--- src/rtl/shifter2d_piso.sv ---
// Parallel-in / serial-out word shifter, word 0 first, one word per enable.
// Optional macro SHIFTER2D_PISO_RECIRC_EN rotates words instead of zero-filling.
module shifter2d_piso #(
  parameter int TAMANYO     = 8,
  parameter int PROFUNDIDAD = 4
) (
  input  logic                           clk,
  input  logic                           reset,
  input  logic [PROFUNDIDAD*TAMANYO-1:0] PE,
  input  logic                           load_valid,
  output logic                           load_ready,
  input  logic                           enable,
  output logic [TAMANYO-1:0]             SS,
  output logic                           SS_valid,
  output logic                           last
);

  localparam int CW = $clog2(PROFUNDIDAD + 1);

  typedef enum logic {
    IDLE,
    SHIFT
  } state_t;

  state_t             state;
  logic [TAMANYO-1:0] stages [PROFUNDIDAD];
  logic [CW-1:0]      count;
  logic [TAMANYO-1:0] fill;
  logic               final_word;
  logic               do_load;
  logic               do_shift;

  assign final_word = (state == SHIFT) && (count == CW'(1));
  assign load_ready = (state == IDLE) || (final_word && enable);
  assign do_load    = load_valid && load_ready;
  assign do_shift   = (state == SHIFT) && enable;

`ifdef SHIFTER2D_PISO_RECIRC_EN
  // Rotation: after PROFUNDIDAD shifts the block is back in load order.
  assign fill = stages[0];
`else
  assign fill = '0;
`endif

  always_ff @(posedge clk or negedge reset) begin
    if (!reset) begin
      state <= IDLE;
      count <= '0;
      for (int i = 0; i < PROFUNDIDAD; i++)
        stages[i] <= '0;
    end else if (do_load) begin
      state <= SHIFT;
      count <= CW'(PROFUNDIDAD);
      for (int i = 0; i < PROFUNDIDAD; i++)
        stages[i] <= PE[i*TAMANYO +: TAMANYO];
    end else if (do_shift) begin
      for (int i = 0; i < PROFUNDIDAD - 1; i++)
        stages[i] <= stages[i+1];
      stages[PROFUNDIDAD-1] <= fill;
      count <= count - CW'(1);
      if (final_word)
        state <= IDLE;
    end
  end

  assign SS       = stages[0];
  assign SS_valid = (state == SHIFT);
  assign last     = final_word;

endmodule
--- config.mk ---
export PLATFORM = sky130hd
export DESIGN_NAME = shifter2d_piso
export DESIGN_NICKNAME = d
export VERILOG_FILES = /design/src/rtl/shifter2d_piso.sv
export SDC_FILE = /design/constraint.sdc
export NUM_CORES = 1
export LEC_CHECK = 0
export BUFFER_PORTS_ARGS = -buffer_cell sky130_fd_sc_hd__buf_2
export CORE_MARGIN = 2
export CORE_UTILIZATION = 49
export CTS_CLUSTER_DIAMETER = 80
export CTS_CLUSTER_SIZE = 20
export DETAILED_ROUTE_END_ITERATION = 7
export PLACE_DENSITY_LB_ADDON = 0.12
export SYNTH_ARGS = -nofsm -noshare
export SYNTH_HDL_FRONTEND = slang
export SYNTH_SLANG_ARGS = --single-unit
--- constraint.sdc ---
create_clock -name clk -period 1.6 [get_ports clk]
set_clock_uncertainty 0.05 [all_clocks]
set_input_delay 0.32 -clock clk [delete_from_list [all_inputs] [get_ports clk]]
set_output_delay 0.32 -clock clk [all_outputs]
set_load 0.02 [all_outputs]
# Word-level counts from Yosys, hierarchy flattened
# Index checks and enable logic that the tools add are counted.
[word_totals]
regBits = 36
output_inout_bits = 11
elab_cells = 24
[op_classes]
add_sub_neg = 1
eq_ne = 1
n_mux = 7
bitwise = 1
reduce_logical = 8
[op_table]
columns = ["operator", "n"]
rows = [
  ["2-to-1 mux 32 bit", 2],
  ["2-to-1 mux 3 bit", 2],
  ["logical AND 1 bit", 4],
  ["nonzero test 2 bit", 2],
  ["== test 3 x 1 -> 1 bit (second input constant)", 1],
  ["2-to-1 mux 1 bit", 3],
  ["subtractor 3 x 1 -> 3 bit (second input constant)", 1],
  ["AND reduction 2 bit", 1],
  ["logical OR 1 bit", 1],
  ["NOT 1 bit", 1],
]

# Logic depth before layout (Yosys ltp)
# Gate-level depths: netlist of the first run.
[depth]
word_depth = 7
mapped_depth = 7

# Worst setup path after synthesis of the first run
# No wires, ideal clock.
[synth_timing]
kind = "reg-to-reg"
startpoint = "reg count[0]"
endpoint = "reg stages (netlist bit SS[0])"
arrival_time_ps = 1344
required_ps = 1426
path_slack_ps = 82
stages_incl_launch_ff = 7
n_path_buf = 2
path_cell_list = "dfrtp_1 -> ha_1 -> and3b_1 -> buf_6 -> buf_6 -> o32ai_2 -> nor2_1"
[synth_via]
elab_chain_len = 6
word_cells_on_any_way = 7
cone_classes = "eq/ne: 1; mux: 1; reduce/logical: 5"
[synth_lines]
columns = ["item", "line_no", "text"]
rows = [
  ["start, declared", "27", "logic [CW-1:0] count;"],
  ["start signal, assigned", "53", "count <= CW'(PROFUNDIDAD);"],
  ["start signal, assigned", "60", "count <= count - CW'(1);"],
  ["== test 3 x 1 -> 1 bit (*)", "33", "assign final_word = (state == SHIFT) && (count == CW'(1));"],
  ["logical AND 1 bit (*)", "33", ""],
  ["logical AND 1 bit (*)", "34", "assign load_ready = (state == IDLE) || (final_word && enable);"],
  ["logical OR 1 bit (*)", "34", ""],
  ["logical AND 1 bit (*)", "35", "assign do_load = load_valid && load_ready;"],
  ["2-to-1 mux 32 bit or nonzero test 2 bit (tied branches)", "--", ""],
  ["end signal, assigned by index", "55", "stages[i] <= PE[i*TAMANYO +: TAMANYO];"],
  ["end signal, assigned by index", "58", "stages[i] <= stages[i+1];"],
  ["end signal, assigned by index", "59", "stages[PROFUNDIDAD-1] <= fill;"],
  ["end, declared", "26", "logic [TAMANYO-1:0] stages [PROFUNDIDAD];"],
]
# Every way passes the cells marked *; elsewhere a longest branch is shown, timed or not.
# A chain may end at the register's enable or synchronous reset.

# Worst setup path in the final report of the first run
[layout_timing]
startpoint = "reg count[1]"
endpoint = "out load_ready"
[layout_via]
elab_chain_len = 4
[layout_lines]
columns = ["item", "line_no", "text"]
rows = [
  ["== test 3 x 1 -> 1 bit", "33", ""],
  ["logical AND 1 bit", "33", ""],
  ["logical AND 1 bit", "34", ""],
  ["logical OR 1 bit", "34", ""],
  ["end, declared", "11", "output logic load_ready,"],
]
# Every way passes these cells.

==> flow_metrics.py, run 1 <==
metrics = {
    "logic_synthesis": {
        "synth_top_area_frac": 0.414,
        "syn_inst": 189,
        "syn_avg_cell_area_um2": 11.5,
        "yosysTopAreaCell": "dfrtp_1",
        "ys_seq_area_frac": 0.414,
        "synthesis.nets": 227,
        "synthTopCellsByArea": "dfrtp_1 (41%), o32ai_2 (15%), mux2_2 (12%)",
        "ys_types": 25,
        "netlist_area_um2": 2180,
        "synth-warning-count": 0,
        "ys_ff_latch": 36,
    },
    "clock_tree": {
        "cts_tree": "yes",
        "clock-sinks": 36,
        "cts-root-buf": "clkbuf_8",
        "clk_path_buf_depth": 2,
        "cts_inserted_buffers": 5,
        "hold_buffers": 0,
        "cts-htree-levels": 2,
        "clock_latency_ns": 0.29,
        "clk_pin_slew_ns": 0.08,
    },
    "global_routing": {
        "track_usage": 0.222,
        "grt_pass1_wl_mm": 8.80,
        "grt_overflow": 0,
        "antenna_found_initial": 0,
        "grt_pass1_vias": 1830,
        "grt_max_degree": 37,
    },
    "cells_and_area": {
        "post-route-util": 0.602,
        "layout_common_cells": "buf_2 (44), dfrtp_1 (36), mux2_2 (24), o22ai_1 (24), nor2_1 (24)",
        "antenna_cells": 0,
        "layout_commonest_cell": "buf_2",
        "fillers": 383,
        "multi_input_area_um2": 1120,
        "design_area_um2": 2610,
        "nets": 271,
        "area_growth_pct": 19.7,
        "drive_gt1_frac": 0.526,
        "seq_area_um2": 901,
    },
    "sta": {
        "min_period_over_period": 0.995,
        "min_period_ns": 1.59,
        "hold_viol": 0,
        "setup_viol": 0,
        "relSlewSlack": 0.679,
        "fin_ws_ns": 0.00842,
        "rsz0062_at_grt": "yes",
        "clock.fmax_mhz": 628,
        "tightest_slew_ns": 0.481,
        "slew_viol_final": 0,
    },
    "power_and_ir_drop": {
        "p_sw_frac": 0.368,
        "power_switching_mw": 1.55,
        "clkPwrFrac": 0.193,
        "p_per_area_nw_per_um2": 1620,
        "seqPwrFrac": 0.386,
        "pwr-share-comb": 0.421,
        "irDropWorstVdd_mv": 0.803,
        "p_int_mw": 2.67,
        "leakage_nw": 1.13,
        "p_total_mw": 4.22,
    },
    "detailed_routing": {
        "vias": 1704,
        "finalWirelength_mm": 5.29,
        "first_pass_iters": 4,
        "ant_nets": 0,
        "drc_errors": 0,
        "drt_iter0_markers": 147,
        "wl_per_cell_um": 18.5,
        "viasPerCell": 5.96,
    },
    "critical_path": {
        "critPathMaxFanout": 4,
        "r2r-end": "stages[12]$_DFFE_PN0P_",
        "path_cells": "inv_2, ha_4, nand3b_1, nand2_2, buf_6",
        "critical_path_class": "flop to output port",
        "r2r_cells": 5,
        "cpMaxStageDelayCell": "dfrtp_1",
        "end_kind": "output port",
        "cp.arrival_ns": 1.22,
        "r2r_slack_ns": 0.06,
        "timing.rr.start": "count[0]$_DFFE_PN0P_",
        "cp.required_ns": 1.23,
        "cp-start-kind": "flop",
        "max_stage_delay_ns": 0.39,
    },
    "flow_run": {
        "maxCapViolCount": 0,
    },
    "placed_design": {
        "gp_congestion": 0.768,
        "io_buffers": 46,
        "place_ws_ns": -0.0206,
        "dp_hpwl_mm": 3.49,
        "postPlaceCellArea_um2": 2430,
    },
    "die": {
        "rows": 24,
        "die_area_um2": 4990,
        "die_h_um": 70.6,
        "coreArea_um2": 4320,
        "io_pins": 47,
        "start_util": 0.503,
        "die_w_um": 70.6,
    },
    "hold_path": {
        "hp-class": "input port to asynchronous set/reset pin",
    },
    "status": {
        "outcome": "finished, final reports clean",
    },
}
-- what timing repair did --
item | in CTS | in global routing
hold endpoints to repair | 0 | 0
resized for setup | 6 | 7
setup buffers | 0 | 2
setup endpoints to repair | 19 | 21
pin swaps | 0 | 2
-- cells by family (layout without fill, tap and decap cells) --
logic type | Yosys count | in the layout | synth area share
adder cells (fa/ha/maj) | 2 | 2 | 0.0115
buffers and inverters | 29 | 74 | 0.0874
AO/OA/AOI/OAI | 60 | 60 | 0.279
flip-flops | 36 | 36 | 0.414
AND/OR/NAND/NOR | 37 | 37 | 0.0794
multiplexers | 25 | 25 | 0.129
-- cells in the mapped netlist, drive strengths merged --
| master | count |
|---|---|
| nor2 | 24 |
| o21ai | 3 |
| nand2b | 1 |
| clkbuf | 2 |
| nand3b | 1 |
| inv | 4 |
| o22ai | 24 |
| o21a | 1 |
| mux2i | 1 |
| nand4b | 1 |
| nor3 | 1 |
| nand2 | 5 |
| o32ai | 24 |
| or2 | 1 |
| dfrtp | 36 |
| and3b | 2 |
| buf | 23 |
| ha | 2 |
| mux2 | 24 |
| a22o | 8 |
| or3 | 1 |
-- routing by layer --
metal | track usage | vias to the layer above | part of all wire
li1 | - | 810 | -
met1 | 0.285 | 850 | 0.46
met2 | 0.376 | 39 | 0.48
met3 | 0.0570 | 5 | 0.043
met4 | 0.0608 | 0 | 0.0091
met5 | 0 | - | 0
-- state kept, by name, summed over array words and instances (netlist names) --
register and cells:
count 3, SS_valid 1, stages 24, SS 8
-- worst max-delay path: cells and delay by family (launching register included) --
| kind | cells | cell delay, ns |
|---|---|---|
| simple gates | 2 | 0.19 |
| flops | 1 | 0.39 |
| fa+ha+maj | 1 | 0.15 |
| buf+inv | 2 | 0.20 |
-- metrics by stage --
| step | cells | TNS [ns] | hold slack (ns) |
|---|---|---|---|
| 2_1_floorplan | 189 | 0 | -0.0256 |
| 3_3_place_gp | 276 | 0 | 0.342 |
| 3_5_place_dp | 276 | -0.180 | 0.348 |
| 4_1_cts | 284 | 0 | 0.0251 |
| 5_1_grt | 286 | -0.0717 | 0.0462 |
| 6_report | 286 | 0 | 0.00802 |
-- worst max-delay path by stage --
stage	start	end	slack [ns]	cells past startpoint
2_1_floorplan	count[0]$_DFFE_PN0P_	SS[0]$_DFFE_PN0P_	0.08	6
3_3_place_gp	count[0]$_DFFE_PN0P_	SS[4]$_DFFE_PN0P_	0.04	5
3_5_place_dp	count[0]$_DFFE_PN0P_	stages[23]$_DFFE_PN0P_	-0.02	5
4_1_cts	count[0]$_DFFE_PN0P_	stages[23]$_DFFE_PN0P_	0.005	5
5_1_grt	count[1]$_DFFE_PN0P_	load_ready	-0.05	5
6_report	count[1]$_DFFE_PN0P_	load_ready	0.008	5
-- power groups by stage --
| stage | sequential, mW | clock, mW | combinational (mW) |
|---|---|---|---|
| final | 1.63 | 0.815 | 1.78 |
| after global routing | 1.68 | 0.864 | 1.94 |
| after CTS | 1.62 | 0.829 | 1.72 |
| after detailed placement | 1.62 | 0 | 1.69 |
| after global placement | 1.60 | 0 | 1.62 |
| after floorplan | 1.54 | 0 | 1.40 |
-- layout make-up --
type / instances / share of cell area
Tap cell: 52 / 0.0250
Clock buffer: 5 / 0.0264
Sequential cell: 36 / 0.346
Inverter: 4 / 0.00576
Clock inverter: 3 / 0.0163
Multi-Input combinational cell: 124 / 0.428
Timing Repair Buffer: 62 / 0.152
Power figures use the tool's default switching activity.
==> run 2, diff against run 1 <==
Settings changed: ABC_AREA from default to 1, CORE_MARGIN 2 to default, CORE_UTILIZATION 49 to 50, CTS_BUF_LIST from default to sky130_fd_sc_hd__clkbuf_8.
==> flow_metrics.py, run 2 <==
metrics = {
    "detailed_routing": {
        "vias": 1697,
        "wl_per_cell_um": 11.8,
        "ant_nets": 0,
        "viasPerCell": 4.77,
        "first_pass_iters": 4,
        "drc_errors": 0,
        "drt_iter0_markers": 118,
        "finalWirelength_mm": 4.19,
    },
    "logic_synthesis": {
        "syn_inst": 266,
        "ys_ff_latch": 36,
        "synthTopCellsByArea": "dfrtp_1 (46%), nand2_1 (15%), nand3_1 (15%)",
        "synth_top_area_frac": 0.458,
        "synth_most_common_cell": "nand2_1",
        "ys_types": 19,
        "synthFlopType": "dfrtp_1",
        "async_flop_share": 1.00,
        "synthesis.nets": 304,
        "yosysTopAreaCell": "dfrtp_1",
        "synth-warning-count": 0,
        "netlist_area_um2": 1970,
        "syn_avg_cell_area_um2": 7.39,
        "synth-edff-count": 0,
        "ys_seq_area_frac": 0.458,
        "synth_commonest_cells": "nand2_1 (77), nand3_1 (57), inv_1 (51)",
    },
    "placed_design": {
        "dp_hpwl_mm": 2.67,
        "gp_congestion": 0.749,
        "io_buffers": 46,
        "place_ws_ns": 0.0898,
    },
    "clock_tree": {
        "cts_tree": "yes",
        "cts-root-buf": "clkbuf_8",
        "cts_inserted_buffers": 5,
        "clk_pin_slew_ns": 0.07,
        "clock-sinks": 36,
        "clk_path_buf_depth": 2,
        "clock_latency_ns": 0.29,
        "cts-htree-levels": 2,
    },
    "flow_run": {
        "maxCapViolCount": 0,
    },
    "critical_path": {
        "cp.arrival_ns": 1.23,
        "cp-start-kind": "flop",
        "critPathLaunch": "count[1]$_DFFE_PN0P_",
        "max_stage_delay_ns": 0.38,
        "end_kind": "output port",
        "critPathMaxFanout": 2,
        "cpMaxStageDelayCell": "dfrtp_1",
        "timing.rr.start": "count[1]$_DFFE_PN0P_",
        "cp.required_ns": 1.23,
        "critical_path_class": "flop to output port",
        "path_cells": "inv_2, ha_4, nand2_4, o21bai_4, buf_6",
    },
    "cells_and_area": {
        "drive_gt1_frac": 0.234,
        "layout_commonest_cell": "nand2_1",
        "antenna_cells": 0,
        "largest_register_ffs": 24,
        "top_register": "stages",
        "area_growth_pct": 20.9,
        "post-route-util": 0.640,
        "layout_common_cells": "nand2_1 (77), nand3_1 (57), inv_1 (50), buf_2 (45), dfrtp_1 (36)",
        "nets": 345,
    },
    "power_and_ir_drop": {
        "p_total_mw": 3.47,
        "p_per_area_nw_per_um2": 1460,
        "leakage_nw": 1.43,
        "irDropWorstVdd_mv": 0.657,
    },
    "sta": {
        "clock.fmax_mhz": 626,
        "slew_viol_final": 0,
        "rsz0062_at_grt": "yes",
        "hold_viol": 0,
        "min_period_ns": 1.60,
        "tightest_slew_ns": 0.431,
        "setup_viol": 0,
        "relSlewSlack": 0.712,
        "tns_ns": 0,
        "fin_ws_ns": 0.00289,
        "min_period_over_period": 0.998,
    },
    "die": {
        "start_util": 0.529,
        "die_area_um2": 4190,
        "die_h_um": 64.7,
        "die_w_um": 64.7,
        "coreArea_um2": 3720,
        "rows": 22,
        "io_pins": 47,
    },
    "global_routing": {
        "antenna_found_initial": 0,
        "grt_pass1_vias": 1543,
        "grt_pass1_wl_mm": 7.01,
        "grt_max_degree": 34,
        "grt_overflow": 0,
        "track_usage": 0.224,
    },
    "hold_path": {
        "hp-class": "input port to flop",
        "hp-start": "load_valid",
    },
    "status": {
        "outcome": "finished, final reports clean",
    },
}
==> run 2: cell count changes in the layout (fill, tap and decap cells not counted), moves of 3 or more <==
cell / previous run / this run
nand2_1: 4 / 77
nor2_1: 24 / 2
buf_6: 1 / 4
o21ai_0: 0 / 10
o32ai_2: 22 / 0
inv_1: 3 / 50
mux2_2: 24 / 0
buf_4: 14 / 5
a22o_1: 8 / 0
o22ai_1: 24 / 0
nand3_1: 0 / 57
==> run 2: timing repair <==
| item | 4_1_cts | 5_1_grt |
|---|---|---|
| hold endpoints to repair | 17 | 0 |
| setup buffers | 2 | 1 |
| pin swaps | 2 | 2 |
| setup endpoints to repair | 1 | 28 |
| resized for setup | 5 | 7 |
| hold buffers | 1 | 0 |
==> run 2: report_power, final <==
group	switching, mW	total (mW)	internal [mW]	leakage, nW
Combinational	0.767	1.26	0.495	0.887
Sequential	0.137	1.31	1.17	0.477
Clock	0.342	0.892	0.550	0.0645
Total	1.25	3.47	2.22	1.43
==> run 2: layer usage <==
metal	global-route usage	wire (µm)	up-vias
met5	0	0	-
met4	0.0750	40	0
met3	0.0669	189	4
met2	0.366	2000	41
met1	0.281	1960	775
li1	-	-	877
==> run 2: final cells by class <==
type	instances	area, µm²
clock buffer	7	96.3
multi-input combinational	153	744
sequential	36	901
clock inverter	1	30.0
timing repair buffer	56	338
fill	359	1340
inverter	55	209
tap	48	60.1
==> run 2: path summary, 6_finish.rpt <==
kind | slack, ns | cells past startpoint | to
max in group asynchronous | 0.61 | 3 | stages[6]$_DFFE_PN0P_
min in group asynchronous | 0.44 | 2 | SS[5]$_DFFE_PN0P_
worst min register to register | 0.43 | 2 | SS[4]$_DFFE_PN0P_
worst max-delay path | 0.003 | 5 | load_ready
worst max register to register | 0.08 | 9 | stages[12]$_DFFE_PN0P_
worst min-delay path | 0.21 | 3 | SS_valid$_DFFE_PN0P_
==> run 2: logic make-up (layout without fill, tap and decap cells) <==
logic type | Yosys count | after routing | share of synthesized area
adders and majority gates | 2 | 2 | 0.0127
DFF | 36 | 36 | 0.458
xor gates and xnor gates | 1 | 1 | 0.00445
buffers and inverters | 77 | 119 | 0.177
AOI/OAI and AO/OA | 12 | 12 | 0.0433
and+or+nand+nor | 138 | 138 | 0.305
==> run 2: worst max-delay path: cells and delay by family, from the launching register on <==
kind            cells  cell delay, ns
fa+ha+maj           1            0.14
simple gates        1            0.05
flops               1            0.38
compound gates      1            0.14
buf+inv             2            0.22
==> run 2: through the flow <==
step,instance area [µm²],hold WS [ns],cells
2_1_floorplan,1970,-0.0256,266
3_3_place_gp,2170,0.230,344
3_5_place_dp,2170,0.231,344
4_1_cts,2340,0.212,355
5_1_grt,2380,0.219,356
6_report,2380,0.212,356
